===== src/rtl/display_shift_sequencer.sv =====
// Serialises one captured frame of 7-segment codes plus decimal points onto a
// '595-style shift/latch chain. Optional macro: DISPLAY_COMMON_ANODE_EN.
module display_shift_sequencer #(
  parameter int NUM_DIGITS = 4,
  parameter int CLK_DIV    = 4
) (
  input  logic                    clk,
  input  logic                    reset,
  input  logic                    start,
  input  logic [7*NUM_DIGITS-1:0] seg_in,
  input  logic [NUM_DIGITS-1:0]   dp_in,
  output logic                    busy,
  output logic                    done,
  output logic                    serial_data,
  output logic                    serial_clk,
  output logic                    serial_latch
);

  localparam int NUM_BITS = 8 * NUM_DIGITS;
  localparam int DIV_W    = $clog2(CLK_DIV) + 1;
  localparam int BIT_W    = $clog2(NUM_BITS);

  localparam logic [DIV_W-1:0] DIV_LAST = DIV_W'(CLK_DIV - 1);
  localparam logic [BIT_W-1:0] BIT_LAST = BIT_W'(NUM_BITS - 1);

  typedef enum logic [2:0] {
    IDLE      = 3'd0,
    SHIFT_LO  = 3'd1,
    SHIFT_HI  = 3'd2,
    LATCH_GAP = 3'd3,
    LATCH     = 3'd4,
    DONE      = 3'd5
  } state_t;

  state_t                state, state_next;
  logic [DIV_W-1:0]      div_cnt, div_next;
  logic [BIT_W-1:0]      bit_cnt, bit_next;
  logic [NUM_BITS-1:0]   frame, frame_in;
  logic                  capture;
  logic                  phase_end;

  // Frame buffer is stored in transmit order: bit 0 is the first bit shifted.
  always_comb begin
    frame_in = '0;
    for (int k = 0; k < NUM_DIGITS; k++) begin
      frame_in[(NUM_DIGITS-1-k)*8 +: 8] = {dp_in[k], seg_in[7*k +: 7]};
    end
`ifdef DISPLAY_COMMON_ANODE_EN
    frame_in = ~frame_in;
`else
    frame_in = frame_in;
`endif
  end

  assign phase_end = (div_cnt == DIV_LAST);

  always_comb begin
    state_next = state;
    div_next   = div_cnt;
    bit_next   = bit_cnt;
    capture    = 1'b0;
    case (state)
      IDLE: begin
        div_next = '0;
        bit_next = '0;
        if (start) begin
          capture    = 1'b1;
          state_next = SHIFT_LO;
        end
      end
      SHIFT_LO: begin
        if (phase_end) begin
          div_next   = '0;
          state_next = SHIFT_HI;
        end else begin
          div_next = div_cnt + DIV_W'(1);
        end
      end
      SHIFT_HI: begin
        if (phase_end) begin
          div_next = '0;
          if (bit_cnt == BIT_LAST) begin
            state_next = LATCH_GAP;
          end else begin
            bit_next   = bit_cnt + BIT_W'(1);
            state_next = SHIFT_LO;
          end
        end else begin
          div_next = div_cnt + DIV_W'(1);
        end
      end
      LATCH_GAP: begin
        if (phase_end) begin
          div_next   = '0;
          state_next = LATCH;
        end else begin
          div_next = div_cnt + DIV_W'(1);
        end
      end
      LATCH: begin
        if (phase_end) begin
          div_next   = '0;
          state_next = DONE;
        end else begin
          div_next = div_cnt + DIV_W'(1);
        end
      end
      DONE: begin
        state_next = IDLE;
      end
      default: begin
        state_next = IDLE;
        div_next   = '0;
        bit_next   = '0;
      end
    endcase
  end

  // Board-facing pins are registered from the state one cycle behind it, so
  // the chain sees glitch-free edges; busy spans capture through the done pulse.
  always_ff @(posedge clk) begin
    if (reset) begin
      state        <= IDLE;
      div_cnt      <= '0;
      bit_cnt      <= '0;
      frame        <= '0;
      busy         <= 1'b0;
      done         <= 1'b0;
      serial_data  <= 1'b0;
      serial_clk   <= 1'b0;
      serial_latch <= 1'b0;
    end else begin
      state   <= state_next;
      div_cnt <= div_next;
      bit_cnt <= bit_next;
      if (capture) begin
        frame <= frame_in;
      end
      busy         <= (state_next != IDLE) || (state == DONE);
      done         <= (state == DONE);
      serial_clk   <= (state == SHIFT_HI);
      serial_latch <= (state == LATCH);
      serial_data  <= ((state == SHIFT_LO) || (state == SHIFT_HI)) ? frame[bit_cnt] : 1'b0;
    end
  end

endmodule


===== config.mk =====
export PLATFORM = sky130hd
export DESIGN_NAME = display_shift_sequencer
export DESIGN_NICKNAME = d
export VERILOG_FILES = /design/src/rtl/display_shift_sequencer.sv
export SDC_FILE = /design/constraint.sdc
export NUM_CORES = 1
export LEC_CHECK = 0
export CORE_ASPECT_RATIO = 0.75
export CORE_UTILIZATION = 51
export CTS_CLUSTER_DIAMETER = 40
export DETAILED_ROUTE_END_ITERATION = 8
export PLACE_DENSITY = 0.78
export SYNTH_ARGS = -nofsm -noshare
export SYNTH_HDL_FRONTEND = slang
export SYNTH_SLANG_ARGS = --single-unit

===== constraint.sdc =====
create_clock -name clk -period 2.6 [get_ports clk]
set_clock_uncertainty 0.05 [all_clocks]
set_input_delay 0.78 -clock clk [delete_from_list [all_inputs] [get_ports clk]]
set_output_delay 0.78 -clock clk [all_outputs]
set_load 0.02 [all_outputs]

==> results of run 1 <==
cells by family after synthesis:
logic type | Yosys count
AOI/OAI and AO/OA | 53
xor gates and xnor gates | 3
adders and majority gates | 3
buffers and inverters | 21
DFF | 48
muxes | 13
and+or+nand+nor | 110
placed cells by master, fill, tap and decap left out, drive strengths merged, types with 3 or more instances in the layout:
| master | n |
|---|---|
| a21oi | 36 |
| a31oi | 3 |
| buf | 6 |
| clkbuf | 7 |
| clkdlybuf4s50 | 39 |
| dfxtp | 48 |
| ha | 3 |
| mux2i | 5 |
| mux4 | 7 |
| nand2 | 78 |
| nand2b | 3 |
| nor2 | 11 |
| nor3 | 5 |
| o211ai | 3 |
| o21ai | 4 |
state kept, by name, indices dropped and copies added, names as in the netlist:
signal	cells
frame	32
serial_clk	1
serial_data	1
div_cnt	3
serial_latch	1
state	3
busy	1
done	1
bit_cnt	5
metal layers:
| layer | part of all wire | routed length (µm) | vias to the layer above | global-route usage |
|---|---|---|---|---|
| met5 | 0 | 0 | - | 0 |
| met4 | 0.017 | 73 | 0 | 0.0970 |
| li1 | - | - | 928 | - |
| met3 | 0.060 | 263 | 7 | 0.0512 |
| met2 | 0.43 | 1880 | 58 | 0.324 |
| met1 | 0.49 | 2140 | 836 | 0.278 |
report_power, final:
part,switching (mW),internal (mW)
clock,0.242,0.339
sequential,0.0217,0.770
combinational,0.0818,0.0941
total,0.346,1.20
stage by stage:
step                      setup WS [ns]  hold slack (ns)  cell area [µm²]  power (mW)  cells
final                             0.496            0.406             2710        1.55    340
after global routing              0.407            0.419             2710        1.62    340
after CTS                         0.513            0.407             2710        1.56    340
after detailed placement          0.382            0.394             2580       0.985    332
after global placement            0.443            0.389             2580       0.981    332
after floorplan                   0.676            0.374             2180       0.906    251
worst paths after layout:
path / slack (ns) / startpoint / to / cells past startpoint
setup / recovery: 0.50 / bit_cnt[0] / bit_cnt[0] / 8
hold reg to reg: 0.41 / frame[9] / frame[9] / 2
hold / removal: 0.41 / frame[9] / frame[9] / 2
setup reg to reg: 0.50 / bit_cnt[0] / bit_cnt[0] / 8
worst max-delay path: cells and delay by family, from the launching register on:
| family | cells | cell delay, ns |
|---|---|---|
| AOI/OAI and AO/OA | 2 | 0.34 |
| muxes | 1 | 0.21 |
| DFF | 1 | 0.32 |
| adders and majority gates | 2 | 0.42 |
| and+or+nand+nor | 3 | 0.65 |
layout make-up:
class | instances | share of cell area
clock buffers | 7 | 0.0356
inverters | 2 | 0.00277
repair buffers | 45 | 0.161
flip-flops and latches | 48 | 0.355
multi-input cells | 182 | 0.409
clock inverters | 1 | 0.0111
well taps | 55 | 0.0254
==> results.tsv, run 1 <==
metric	value	unit
status	complete, no violations	
vias	1829	
drcViolationCount	0	
initial_core_util	0.534	
insertion_delay	0.30	ns
grt_usage	0.209	
grt_overflow	0	
fmax	475	MHz
drt_iter0_drc	134	
hold_buffers	0	
ant_nets	0	
fin_nets	322	
worst-path-max-fanout	5	
cts_root_buffer	clkbuf_8	
synth-compound-area-share	0.147	
post_cts_resize_count	0	
post_cts_buffers	0	
routed_via_density	5.38	
synth.top_cell.area_share	0.441	
clk_pin_slew	0.08	ns
syn_area	2180	µm²
grt_pass1_vias	1649	
synthXorXnorAreaFrac	0.0121	
max-vdd-ir-drop	0.303	mV
max_stage_delay	0.40	ns
grt_pass1_wl	7270	µm
antenna_found_initial	0	
fillers	362	
crit_slowest_cell	or3b_4	
drt-pass1-iter-count	4	
drv_cap	0	
gp_congestion	0.828	
numCtsBuffers	5	
ys.flop_type	dfxtp_1	
cp.required	2.74	ns
critPathLaunchType	flop	
yosys.area_share.simple	0.225	
setup_violations	0	
synthAdderAreaFrac	0.0172	
wl	4360	µm
tritoncts	built	
fin_setup_tns	0	ns
diodes	0	
port_buffers	39	
synth_mux_area_frac	0.107	
critPathArrivalTime	2.25	ns
core_area	4080	µm²
htree_levels	2	
ios	40	
avgRoutedWirePerCell	12.8	µm
synth.yosys.seq_area_share	0.441	
worst_slew_pin_slew	0.751	ns
synth_edf_count	0	
die_h	58.6	µm
maxSlewHeadroom	0.499	
power.density	572	nW/µm²
hp-class	reg -> reg	
yosys_warnings	0	
synth_fp_nets	289	
drive_gt1_frac	0.0842	
async_flop_share	0	
core.rowCount	20	
ys_types	40	
synth_top_family_by_area	simple AND/OR/NAND/NOR gates	
avgSynthCellArea	8.67	µm²
cts.path.max_buffers	2	
die-area	4540	µm²
utilization	0.664	
yosys.area.top_type	dfxtp_1	
crit_chain	ha_1, and3_1, ha_1, or3b_4, a21oi_4, o21ai_2, mux2i_1, nor2_1	
multi_input_area	1110	µm²
fin_crit	2.10	ns
crit_path_end_kind	flop	
die_width	77.4	µm
synth_common_cells	nand2_1 (78), dfxtp_1 (48), a21oi_1 (35)	
setup.worst_path.class	reg -> reg	
p_leak	1.00	nW
regArea	961	µm²
rsz0062_at_grt	false	
syn2layout_area_growth	24.4	%
cts.sinks	48	
crit_top_cell	ha_1	
finalHoldViolCount	0	
timing.final.crit_share	0.809	
syn_inst	251	
ys_seq_elements	48	
drv_slew	0	
dp_hpwl	2910	µm
grt_max_degree	33	
synth_area_leaders	dfxtp_1 (44%), nand2_1 (13%), a21oi_1 (8.0%)	
yosysMostFrequentCell	nand2_1	
Power figures use the tool's default switching activity.
==> run 2, diff against run 1 <==
--- a/config.mk
+++ b/config.mk
@@ -6,10 +6,10 @@
 export NUM_CORES = 1
 export LEC_CHECK = 0
 export CORE_ASPECT_RATIO = 0.75
-export CORE_UTILIZATION = 51
+export CORE_UTILIZATION = 46
 export CTS_CLUSTER_DIAMETER = 40
 export DETAILED_ROUTE_END_ITERATION = 8
-export PLACE_DENSITY = 0.78
+export PLACE_DENSITY = 0.74
 export SYNTH_ARGS = -nofsm -noshare
 export SYNTH_HDL_FRONTEND = slang
 export SYNTH_SLANG_ARGS = --single-unit
==> constraint.sdc (replaced) <==
create_clock -name clk -period 1.8 [get_ports clk]
set_clock_uncertainty 0.05 [all_clocks]
set_input_delay 0.54 -clock clk [delete_from_list [all_inputs] [get_ports clk]]
set_output_delay 0.54 -clock clk [all_outputs]
set_load 0.02 [all_outputs]
==> run 2 against run 1 <==
Net effect:
- the flow now finishes with violations (negative setup slack)
- non-clock buffer count rose by 11
- global-route usage down 0.74 points
- first-iteration DRC count decreased by 48%
- critical path type unchanged
- highest routed layer unchanged
==> results.tsv, run 2 (synthesized netlist as in run 1, its figures left out) <==
metric	value	unit	change
numCtsBuffers	5		unchanged
crit_path_end_kind	flop		
grt_max_degree	22		-33%
regArea	963	µm²	+0.26%
hp-start	frame[9]		
violations	negative setup slack		
power.internal	1.80	mW	+50%
holdPathEnd	frame[9]		
fin_nets	333		+3.4%
worst_slack	-0.134	ns	-0.630 ns
design_area	2830	µm²	+4.6%
cts.sinks	48		unchanged
r2r_start	bit_cnt[0]		
top_register	frame		
crit_top_cell	ha_4		
rsz0062_at_grt	true		
cts.path.max_buffers	2		unchanged
critPathArrivalTime	2.08	ns	-0.17 ns
crit_slowest_cell	or3b_4		
cp-startpoint	bit_cnt[0]		
reg2reg_slack	-0.13	ns	-0.63 ns
tritoncts	built		
fin_crit	1.93	ns	-0.170 ns
drcViolationCount	0		unchanged
hp-class	reg -> reg		
worst_slew_pin_slew	0.449	ns	-0.301 ns
htree_levels	2		unchanged
gp_congestion	0.781		-5.6%
port_buffers	39		unchanged
fin_setup_tns	-0.388	ns	-0.388 ns
critPathLaunchType	flop		
p_leak	1.11	nW	+11%
ios	40		unchanged
final_cell_mix	nand2_1 (78), dfxtp_1 (46), a21oi_1 (35)		
whs_path_depth	2		unchanged
clkPwrFrac	0.388		+0.013
max_stage_delay	0.39	ns	about the same
reg2regPathDepth	8		unchanged
initial_core_util	0.485		-0.0492
antenna_found_initial	0		unchanged
largest_register_ffs	32		unchanged
max-vdd-ir-drop	0.550	mV	+82%
core.rowCount	21		+5.0%
crit_chain	ha_4, and3_4, ha_4, or3b_4, a21oi_4, o211ai_1, xnor2_1, nor2_1		
die-area	5020	µm²	+11%
drt-pass1-iter-count	4		unchanged
cp.required	1.95	ns	-0.79 ns
wl	4500	µm	+3.3%
syn2layout_area_growth	30.1	%	
post_dp_cell_area	2680	µm²	+3.8%
cts_root_buffer	clkbuf_8		
grt_usage	0.201		-0.00736
seq_power_share	0.496		-0.015
timing.final.crit_share	1.07		+0.265
hold_buffers	0		unchanged
path_delay_family	simple AND/OR/NAND/NOR gates		
grt_pass1_wl	7470	µm	+2.8%
timing.rr.end	bit_cnt[2]		
routed_via_density	5.29		-1.7%
power.density	813	nW/µm²	+42%
drive_gt1_frac	0.132		+0.0480
cp.buffers_inverters	0		unchanged
p_comb_frac	0.116		+0.002
grt_pass1_vias	1657		+0.49%
clk_pin_slew	0.08	ns	about the same
setup_violations	5		+5
layout_commonest_cell	nand2_1		
setup.worst_path.class	reg -> reg		
status	finished with violations		
core_area	4490	µm²	+10%
diodes	0		unchanged
drv_slew	0		unchanged
ant_nets	0		unchanged
maxSlewHeadroom	0.700		+0.201
top_regs	frame: 32 flops, bit_cnt: 5 flops		
multi_input_area	1140	µm²	+2.7%
vias	1862		+1.8%
avgRoutedWirePerCell	12.8	µm	-0.22%
utilization	0.630		-0.0333
die_h	61.6	µm	+5.1%
fmax	517	MHz	+8.8%
worst-path-max-fanout	5		unchanged
insertion_delay	0.30	ns	about the same
grt_overflow	0		unchanged
dp_hpwl	3210	µm	+11%
drv_cap	0		unchanged
switchingPower	0.498	mW	+44%
p_sw_frac	0.216		-0.00700
fillers	384		+6.1%
die_width	81.4	µm	+5.2%
power	2.30	mW	+49%
finalHoldViolCount	0		unchanged
drt_iter0_drc	70		-48%
## run 2: through the flow
| stage | hold slack, ns | setup slack (ns) | instances |
|---|---|---|---|
| 2_1_floorplan | 0.373 | -0.0926 | 251 |
| 3_3_place_gp | 0.389 | -0.132 | 344 |
| 3_5_place_dp | 0.396 | -0.163 | 344 |
| 4_1_cts | 0.408 | -0.143 | 352 |
| 5_1_grt | 0.418 | -0.171 | 352 |
| 6_report | 0.406 | -0.134 | 352 |
## run 2: metal layers
layer / GRT usage / up-vias / share of wire
li1: - / 949 / -
met1: 0.267 / 867 / 0.48
met2: 0.324 / 41 / 0.46
met3: 0.0444 / 5 / 0.048
met4: 0.0765 / 0 / 0.011
met5: 0 / - / 0
## run 2: worst max path at each step
stage                             to  slack (ns)  cells after the start
final                     bit_cnt[2]       -0.13                      8
after detailed placement  bit_cnt[2]       -0.16                      8
after global routing      bit_cnt[2]       -0.17                      8
after global placement    bit_cnt[2]       -0.13                      8
after CTS                 bit_cnt[0]       -0.14                      8
after floorplan           bit_cnt[2]       -0.09                      8
## run 2: worst register-to-register path, delay by kind of cell (launching register included)
family | cells | cell delay [ns]
AO/OA/AOI/OAI | 2 | 0.37
XOR/XNOR | 1 | 0.16
adder cells (fa/ha/maj) | 2 | 0.30
flip-flops | 1 | 0.34
AND/OR/NAND/NOR | 3 | 0.62
## run 2: power groups by stage
| stage | registers [mW] | logic, mW | clock network [mW] |
|---|---|---|---|
| 6_report | 1.14 | 0.267 | 0.894 |
| 5_1_grt | 1.15 | 0.297 | 0.954 |
| 3_5_place_dp | 1.17 | 0.270 | 0 |
| 2_1_floorplan | 1.16 | 0.149 | 0 |
| 3_3_place_gp | 1.16 | 0.263 | 0 |
| 4_1_cts | 1.14 | 0.271 | 0.908 |
## run 2: cell type report
class,instances,area share
multi-input combinational,182,0.402
sequential,48,0.340
timing repair buffer,56,0.185
tap,57,0.0252
clock buffer,5,0.0243
clock inverter,2,0.0212
inverter,2,0.00265
## run 2: repair_timing
item,in CTS,in global routing
cloned,0,0
setup endpoints to repair,8,9
buffers inserted,1,0
pin swaps,6,5
resized for setup,4,3
==> run 3, diff against run 2 <==
--- a/config.mk
+++ b/config.mk
@@ -5,7 +5,7 @@
 export SDC_FILE = /design/constraint.sdc
 export NUM_CORES = 1
 export LEC_CHECK = 0
-export CORE_ASPECT_RATIO = 0.75
+export CORE_ASPECT_RATIO = 1.4
 export CORE_UTILIZATION = 46
 export CTS_CLUSTER_DIAMETER = 40
 export DETAILED_ROUTE_END_ITERATION = 8
==> run 3 against run 2 <==
Net effect:
- the run still ends with negative setup slack left
- register-to-register slack got worse by 0.04 ns
- global-route usage increased by 0.21 points
- final area is 1.4% lower
- critical path type unchanged
==> results.tsv, run 3 (synthesized netlist as in run 1, its figures left out) <==
metric	value	unit	change
rsz0062_at_grt	true		
critPathArrivalTime	2.16	ns	+0.08 ns
fin_crit	1.98	ns	+0.0426 ns
maxSlewHeadroom	0.706		+0.00543
numCtsBuffers	5		unchanged
grt_pass1_wl	7890	µm	+5.6%
fillers	440		+15%
drt-pass1-iter-count	6		+2
setup.worst_path.class	reg -> reg		
top_register	frame		
avgRoutedWirePerCell	12.5	µm	-2.3%
cts.path.max_buffers	2		unchanged
power.density	727	nW/µm²	-11%
grt_usage	0.203		+0.00208
core.rowCount	29		+38%
syn2layout_area_growth	28.3	%	
power	2.03	mW	-12%
port_buffers	39		unchanged
ant_nets	0		unchanged
final_cell_mix	nand2_1 (78), dfxtp_1 (46), a21oi_1 (35)		
drv_cap	0		unchanged
die_h	83.4	µm	+35%
crit_slowest_cell	or3b_4		
utilization	0.616		-0.0147
setup_violations	5		unchanged
path_delay_family	simple AND/OR/NAND/NOR gates		
initial_core_util	0.480		-0.00454
grt_overflow	0		unchanged
status	finished with violations		
final_cell_count_no_fill	357		+1.4%
vias	1852		-0.54%
layout_commonest_cell	nand2_1		
insertion_delay	0.31	ns	about the same
crit_top_cell	ha_4		
largest_register_ffs	32		unchanged
antenna_found_initial	0		unchanged
drcViolationCount	0		unchanged
timing.final.crit_share	1.10		+0.0237
drt_iter0_drc	60		-14%
gp_congestion	0.832		+6.6%
max_stage_delay	0.38	ns	about the same
worst_slack	-0.176	ns	-0.0426 ns
worst_slew_pin_slew	0.441	ns	-0.00814 ns
regArea	963	µm²	unchanged
p_leak	1.05	nW	-5.5%
ios	40		unchanged
clk_pin_slew	0.09	ns	about the same
drive_gt1_frac	0.132		unchanged
routed_via_density	5.19		-1.9%
dp_cells	346		+0.58%
cp.buffers_inverters	1		+1
fin_nets	333		unchanged
pre_cts_ws	-0.163	ns	+0.000360 ns
dp_hpwl	3100	µm	-3.6%
finalHoldViolCount	0		unchanged
diodes	0		unchanged
tritoncts	built		
cts_root_buffer	clkbuf_8		
critPathLaunchType	flop		
crit_chain	ha_4, and3_4, ha_4, or3b_4, a21oi_4, buf_4, o2111ai_1, a21oi_1		
die_width	60.1	µm	-26%
wl	4460	µm	-0.87%
top_regs	frame: 32 flops, bit_cnt: 5 flops		
grt_pass1_vias	1862		+12%
violations	negative setup slack		
fmax	506	MHz	-2.2%
die-area	5020	µm²	about the same
crit_path_end_kind	flop		
multi_input_area	1140	µm²	unchanged
grt_max_degree	42		+91%
core_area	4540	µm²	+0.95%
drv_slew	0		unchanged
cp.required	1.99	ns	+0.04 ns
worst-path-max-fanout	5		unchanged
hp-class	reg -> reg		
htree_levels	2		unchanged
cts.sinks	48		unchanged
max-vdd-ir-drop	0.463	mV	-16%
## run 3: cell type report
| class | instances | share of cell area |
|---|---|---|
| Timing Repair Buffer | 56 | 0.188 |
| Multi-Input combinational cell | 182 | 0.408 |
| Clock inverter | 2 | 0.00448 |
| Sequential cell | 48 | 0.345 |
| Clock buffer | 5 | 0.0246 |
| Tap cell | 62 | 0.0278 |
| Inverter | 2 | 0.00269 |
## run 3: metrics by stage
stage | setup TNS [ns] | hold slack [ns] | instance area [µm²]
floorplan | -0.187 | 0.373 | 2200
global placement | -0.471 | 0.389 | 2680
detailed placement | -0.889 | 0.395 | 2680
CTS | -0.476 | 0.406 | 2750
global route | -0.817 | 0.420 | 2790
finish | -0.552 | 0.404 | 2790
## run 3: routing by layer
layer | track usage | up-vias | wire length, µm
met5 | 0 | - | 0
met4 | 0.0761 | 0 | 75
met2 | 0.363 | 33 | 2360
li1 | - | 944 | -
met3 | 0.0389 | 8 | 128
met1 | 0.227 | 867 | 1900
## run 3: power by group
part,switching (mW),internal (mW)
clock,0.357,0.264
sequential,0.0296,1.11
combinational,0.119,0.149
## run 3: worst paths after layout
path / slack (ns) / cells after the start / from / end
max: -0.18 / 8 / bit_cnt[1] / bit_cnt[4]
min: 0.40 / 2 / frame[13] / frame[13]
max reg2reg: -0.18 / 8 / bit_cnt[1] / bit_cnt[4]
min reg2reg: 0.40 / 2 / frame[13] / frame[13]
## run 3: timing repair
action	4_1_cts	5_1_grt
pin swaps	8	9
hold buffers	0	0
endpoints found under the setup margin	10	6
buffers inserted	0	4
gates resized for setup	5	2
cloned	0	0
## run 3: worst reg2reg max path: cells and delay by family, from the launching register on
kind | cells | cell delay, ns
flip-flops | 1 | 0.35
AND/OR/NAND/NOR | 2 | 0.53
adder cells (fa/ha/maj) | 2 | 0.31
buffers and inverters | 1 | 0.14
AO/OA/AOI/OAI | 3 | 0.53
